[src/rtl/rr_grant_controller.sv]
// Four-way round-robin arbiter: one registered grant at a time, released on done,
// request withdrawal, disable or hold-limit expiry, with a forced idle cycle between grants.
module rr_grant_controller #(
  parameter int MAX_HOLD = 8,
  parameter int CNT_W    = $clog2(MAX_HOLD + 1)
) (
  input  logic       clk,
  input  logic       rst_n,
  input  logic       ena,
  input  logic [3:0] req,
  input  logic       done,
  output logic [3:0] gnt,
  output logic [1:0] gnt_id,
  output logic       gnt_valid,
  output logic       timeout
);

  typedef enum logic {
    IDLE  = 1'b0,
    GRANT = 1'b1
  } state_t;

  state_t           state_reg, state_next;
  logic [1:0]       last_reg, last_next;
  logic [CNT_W-1:0] hold_cnt_reg, hold_cnt_next;
  logic [1:0]       gnt_id_reg, gnt_id_next;
  logic [3:0]       gnt_reg, gnt_next;
  logic             timeout_reg, timeout_next;

  logic [1:0] winner;
  logic       limit_hit;
  logic       early_rel;

  // Scan downwards so the last hit written is the nearest one after the pointer.
  always_comb begin
    winner = last_reg;
    for (int k = 3; k >= 0; k--) begin
      if (req[last_reg + 2'(k + 1)]) begin
        winner = last_reg + 2'(k + 1);
      end
    end
  end

  assign limit_hit = (hold_cnt_reg == CNT_W'(MAX_HOLD - 1));
  assign early_rel = done | ~req[gnt_id_reg] | ~ena;

  always_comb begin
    state_next    = state_reg;
    last_next     = last_reg;
    hold_cnt_next = hold_cnt_reg;
    gnt_id_next   = gnt_id_reg;
    gnt_next      = gnt_reg;
    timeout_next  = 1'b0;
    case (state_reg)
      IDLE: begin
        gnt_next = 4'b0000;
        if (ena && (req != 4'b0000)) begin
          state_next    = GRANT;
          gnt_id_next   = winner;
          gnt_next      = 4'b0001 << winner;
          hold_cnt_next = '0;
        end
      end
      GRANT: begin
        if (early_rel || limit_hit) begin
          state_next    = IDLE;
          gnt_next      = 4'b0000;
          last_next     = gnt_id_reg;
          hold_cnt_next = '0;
          // A timeout is reported only when nothing else would have ended the grant.
          timeout_next  = limit_hit & ~early_rel;
        end else begin
          hold_cnt_next = hold_cnt_reg + CNT_W'(1);
        end
      end
      default: begin
        state_next = IDLE;
        gnt_next   = 4'b0000;
      end
    endcase
  end

  always_ff @(posedge clk or negedge rst_n) begin
    if (!rst_n) begin
      state_reg    <= IDLE;
      last_reg     <= 2'd3;
      hold_cnt_reg <= '0;
      gnt_id_reg   <= 2'd0;
      gnt_reg      <= 4'b0000;
      timeout_reg  <= 1'b0;
    end else begin
      state_reg    <= state_next;
      last_reg     <= last_next;
      hold_cnt_reg <= hold_cnt_next;
      gnt_id_reg   <= gnt_id_next;
      gnt_reg      <= gnt_next;
      timeout_reg  <= timeout_next;
    end
  end

  assign gnt       = gnt_reg;
  assign gnt_id    = gnt_id_reg;
  assign gnt_valid = (state_reg == GRANT);
  assign timeout   = timeout_reg;

endmodule

[config.mk]
export PLATFORM = sky130hd
export DESIGN_NAME = rr_grant_controller
export DESIGN_NICKNAME = d
export VERILOG_FILES = /design/src/rtl/rr_grant_controller.sv
export SDC_FILE = /design/constraint.sdc
export NUM_CORES = 1
export LEC_CHECK = 0
export BUFFER_PORTS_ARGS = -buffer_cell sky130_fd_sc_hd__buf_2
export CORE_MARGIN = 1.5
export CORE_UTILIZATION = 50
export DETAILED_ROUTE_END_ITERATION = 10
export PLACE_DENSITY_LB_ADDON = 0.25
export SYNTH_ARGS = -nofsm -noshare
export SYNTH_HDL_FRONTEND = slang
export SYNTH_SLANG_ARGS = --single-unit
[constraint.sdc]
create_clock -name clk -period 3.2 [get_ports clk]
set_clock_uncertainty 0.05 [all_clocks]
set_input_delay 0.32 -clock clk [delete_from_list [all_inputs] [get_ports clk]]
set_output_delay 0.32 -clock clk [all_outputs]
set_load 0.05 [all_outputs]
Word-level counts from Yosys, hierarchy flattened
Index checks and enable logic that the tools add are counted.
{"block": "word_totals", "register_bits": 14, "in_bits": 8, "wordCells": 52}
{"block": "classes", "add_sub_neg": 4, "order_cmp": 4, "eq_ne": 3, "shifts": 1, "mux": 22, "n_bitwise": 7, "n_reduce_logical": 5}
{"cell": "two-way mux 4 bit", "n": 4}
{"cell": "one-hot mux 4 bit (2 select lines)", "n": 2}
{"cell": "less-than comparator 2 x 3 -> 1 bit, second input constant", "n": 4}
{"cell": "binary-select mux 1 bit (select 2 bit)", "n": 4}
{"cell": "two-way mux 1 bit", "n": 8}
{"cell": "two-way mux 2 bit", "n": 3}
{"cell": "adder 2 bit, second input constant", "n": 2}
{"cell": "adder 4 x 1 -> 4 bit, second input constant", "n": 1}
{"cell": "== test 4 x 3 -> 1 bit, second input constant", "n": 1}
{"cell": "NOT 1 bit", "n": 4}
{"cell": "AND reduction 2 bit", "n": 2}
{"cell": "nonzero test 4 bit", "n": 1}
{"cell": "left shift 1 x 2 -> 4 bit, first input constant", "n": 1}
{"cell": "adder 2 x 1 -> 2 bit, second input constant", "n": 1}
{"cell": "inequality test 2 x 1 -> 1 bit, second input constant", "n": 1}
{"cell": "inequality test 2 bit, second input constant", "n": 1}
{"cell": "OR 1 bit", "n": 2}
{"cell": "one-hot mux 1 bit (2 select lines)", "n": 1}
{"cell": "bitwise AND 1 bit", "n": 1}
{"cell": "logical AND 1 bit", "n": 1}
{"cell": "logical OR 1 bit", "n": 1}

Logic depth before layout (Yosys ltp)
{"block": "logic_depth", "depth_word": 9, "depth_mapped": 5}

Worst setup path after synthesis
No wires, ideal clock.
{"block": "synth_timing", "kind": "reg-to-reg", "startpoint": "reg gnt_id_reg[0], in the netlist gnt_id[0]", "endpoint": "reg last_reg[0]", "setup_time_ps": 82, "arrival_ps": 1735, "required_ps": 3068, "slack_ps": 1333, "path_stages_with_launch": 5, "n_path_buf": 0, "synth_period_minus_slack_ps": 1867, "cell_sequence": "dfrtp_1 -> or3b_1 -> o22a_2 -> o21ai_2 -> mux2_2"}
{"block": "synth_between", "elab_chain_cells": 7}
{"element": "start, declared", "line": "26", "source": "logic [1:0] gnt_id_reg, gnt_id_next;"}
{"element": "start signal, assigned", "line": "95", "source": "gnt_id_reg <= gnt_id_next;"}
{"element": "binary-select mux 1 bit (select 2 bit)", "line": "45", "source": "assign early_rel = done | ~req[gnt_id_reg] | ~ena;"}
{"element": "two-way mux 1 bit (not written as such)", "line": "45"}
{"element": "NOT 1 bit", "line": "45"}
{"element": "OR 1 bit (2 in series)", "line": "45"}
{"element": "logical OR 1 bit", "line": "65", "source": "if (early_rel || limit_hit) begin"}
{"element": "AND reduction 2 bit (no line)"}
{"element": "end signal, assigned", "line": "93", "source": "last_reg <= last_next;"}
{"element": "end, declared", "line": "24", "source": "logic [1:0] last_reg, last_next;"}
Several ways; a longest one is shown, not always the timed one. The select of a mux whose other input is x is not followed.
A chain may end at the register's enable or synchronous reset.

Final worst setup path
{"block": "layout_timing", "startpoint": "reg gnt_id_reg[0], in the netlist gnt_id[0]", "endpoint": "reg last_reg[1]"}
{"block": "layout_between", "elab_chain_cells": 7}
{"element": "binary-select mux 1 bit (select 2 bit)", "line": "45"}
{"element": "two-way mux 1 bit (not written as such)", "line": "45"}
{"element": "NOT 1 bit", "line": "45"}
{"element": "OR 1 bit (2 in series)", "line": "45"}
{"element": "logical OR 1 bit", "line": "65"}
{"element": "AND reduction 2 bit (no line)"}
No other way between the ends. The select of a mux whose other input is x is not followed.

==> out/qor.yml <==
timing:
  max_freq_mhz: 576
  maxSlewViolCount: 0
  hold_viol_final: 0
  setup_viol: 0
  fin_crit_ps: 1730
  rsz0062_at_grt: "false"
  finalCritPeriodShare_pct: 54.2
  max_slew.worst_pin.slew_ps: 524
  holdWs_ps: 424
  slew_headroom_pct: 64.6
  finalSetupTns_ps: 0
grt:
  grt_use_met3_pct: 3.91
  grt_overflow: 0
  grt_pass1_vias: 546
  grt_max_degree: 15
  antenna_found_initial: 0
  gr-usage-all-layers_pct: 18.0
  grtUsageMet2_pct: 28.1
  grt_pass1_wl_mm: 2.43
  grt.busiest_layer: "met2"
  grt_use_met1_pct: 25.8
cts:
  cts_buffers: 3
  clkSinkCount: 14
  ctsResizeCount: 0
  post-cts-setup-buffers: 0
  path_clk_slew_ps: 80
  cts_buffer_depth: 2
  root_buffer: "clkbuf_4"
  holdBufCountCts: 1
  clock_latency_ps: 270
  cts_tree: "yes"
  htree_levels: 1
cells_and_area:
  final_common_cell: "buf_2"
  n_fill_cell: 107
  area_growth_pct: 19.0
  final_util_pct: 65.9
  multi_input_area_sq_um: 372
  antenna_cells: 0
  fin_nets: 98
  design_area_sq_um: 880
  drive_gt1_share_pct: 31.8
  area.sequential_sq_um: 353
  final_cell_mix: "buf_2 (15), dfrtp_1 (12), inv_1 (4), nand2b_1 (4)"
routing:
  avgRoutedWirePerCell_um: 14.3
  viasPerCell: 5.99
  vias: 617
  drt-total-wl_mm: 1.48
  drt_iter0_markers: 0
  drc: 0
  postRouteAntennaNets: 0
  drt_pass1_iterations: 1
power:
  vdd_drop_max_mv: 0.464
  pwr-share-comb_pct: 45.6
  p_sw_mw: 0.338
  p_int_mw: 0.420
  seq_power_share_pct: 38.1
  p_sw_share_pct: 44.6
  p_clk_share_pct: 16.2
  power_leakage_nw: 0.422
  powerDensity_nw_per_um2: 862
  power_mw: 0.758
floorplan:
  io_pins: 16
  die_area_sq_um: 1720
  die_height_um: 41.5
  die_x_um: 41.5
  core-area_sq_um: 1330
  rows: 13
  initial_core_util_pct: 55.4
setup_path:
  crit_slowest_cell: "dfrtp_1"
  crit_fanout: 5
  cp-start-kind: "flop"
  worstSetupPathType: "reg2reg"
  cp_slowest_stage_delay_ps: 430
  path_cells: "or3b_1, o22a_2, o21ai_2, mux2_2"
  worstPathRequired_ps: 3350
  worstPathArrival_ps: 1890
  worstSetupEndpointType: "flop"
synth:
  syn-cell-area_sq_um: 739
  syn_inst: 68
  ys_ff_latch: 14
  avgSynthCellArea_sq_um: 10.9
  yosysWarnings: 0
  syn_nets: 77
  ys_seq_area_share_pct: 47.7
  synth_cell_types: 31
worst_hold_path:
  hold_path.class: "in2async"
flow_run:
  max_cap_violations: 0
run_status:
  status: "finished clean"
placement:
  place_congestion: 0.820
  place_area_sq_um: 833
  dp_hpwl_mm: 1.11
  port_buffers: 15
## cell usage after synthesis
| cell | instances | share of area [%] |
|---|---|---|
| and3b_1 | 1 | 1.2 |
| a32o_1 | 2 | 2.7 |
| a21oi_1 | 3 | 2.0 |
| nand3b_1 | 2 | 2.0 |
| ha_1 | 1 | 1.7 |
| mux2i_1 | 2 | 2.7 |
| nor4b_1 | 1 | 1.2 |
| nand2_1 | 3 | 1.5 |
| or3b_1 | 1 | 1.2 |
| mux2_2 | 3 | 4.6 |
| o2bb2ai_1 | 2 | 2.4 |
| o21a_1 | 1 | 1.0 |
| nor2_1 | 3 | 1.5 |
| nand2b_1 | 4 | 3.4 |
| nand3_1 | 2 | 1.4 |
| or3_1 | 2 | 1.7 |
| o22a_2 | 1 | 1.4 |
| dfstp_2 | 2 | 7.1 |
| nor3_4 | 1 | 2.2 |
| dfrtp_1 | 12 | 41 |
| nor3b_1 | 1 | 1.0 |
| a31o_2 | 1 | 1.2 |
| nor3_1 | 2 | 1.4 |
| inv_1 | 4 | 2.0 |
| o22ai_1 | 1 | 0.85 |
| and2_1 | 2 | 1.7 |
| a31oi_1 | 3 | 2.5 |
| a22o_1 | 2 | 2.4 |
| o21ai_2 | 1 | 1.2 |
| a32oi_1 | 1 | 1.2 |
| o41ai_1 | 1 | 1.2 |
## per-layer routing
metal,routed length (um),vias up
met1,727,299
met3,60,2
met2,681,14
li1,-,302
met5,0,-
met4,6,0
## worst paths after layout
path	startpoint	end	slack, ps	depth (start not counted)
min reg2reg	gnt[0]$_DFFE_PN0P_	gnt[0]$_DFFE_PN0P_	440	1
max reg2reg	gnt_id[0]$_DFFE_PN0P_	last_reg[1]$_DFFE_PN1P_	1470	4
max in group asynchronous	rst_n	last_reg[0]$_DFFE_PN1P_	2390	2
min	rst_n	gnt[0]$_DFFE_PN0P_	420	2
min in group clk	ena	hold_cnt_reg[2]$_DFFE_PN0P_	420	4
max	gnt_id[0]$_DFFE_PN0P_	last_reg[1]$_DFFE_PN1P_	1470	4
## stage by stage
step	setup WS (ps)	cells
after global placement	1500	98
after floorplan	1330	68
after CTS	1460	103
after detailed placement	1480	98
after global routing	1400	103
final	1470	103
## critical path: cells and delay by family, from the launching register on
| family | cells | cell delay (ps) |
|---|---|---|
| AND/OR/NAND/NOR | 1 | 410 |
| flip-flops | 1 | 430 |
| AO/OA/AOI/OAI | 2 | 420 |
| multiplexers | 1 | 360 |
## cell families after synthesis
family / share of synthesized area (%)
mux: 7.28
flops: 47.7
simple gates: 21.3
buf+inv: 2.03
fa+ha+maj: 1.69
compound gates: 20.0
## power by group through the flow
stage	clock [mW]	sequential, mW	combinational (mW)
finish	0.123	0.289	0.346
global route	0.135	0.298	0.372
CTS	0.126	0.291	0.348
detailed placement	0	0.294	0.345
global placement	0	0.293	0.342
floorplan	0	0.390	0.163
## cell type report
type / count / area share [%]
clock buffer: 4 / 4.13
multi-input combinational: 50 / 42.2
tap: 15 / 2.13
inverter: 4 / 1.71
timing repair buffer: 16 / 9.67
sequential: 14 / 40.1
No activity file was read; power rests on OpenSTA's default activity.
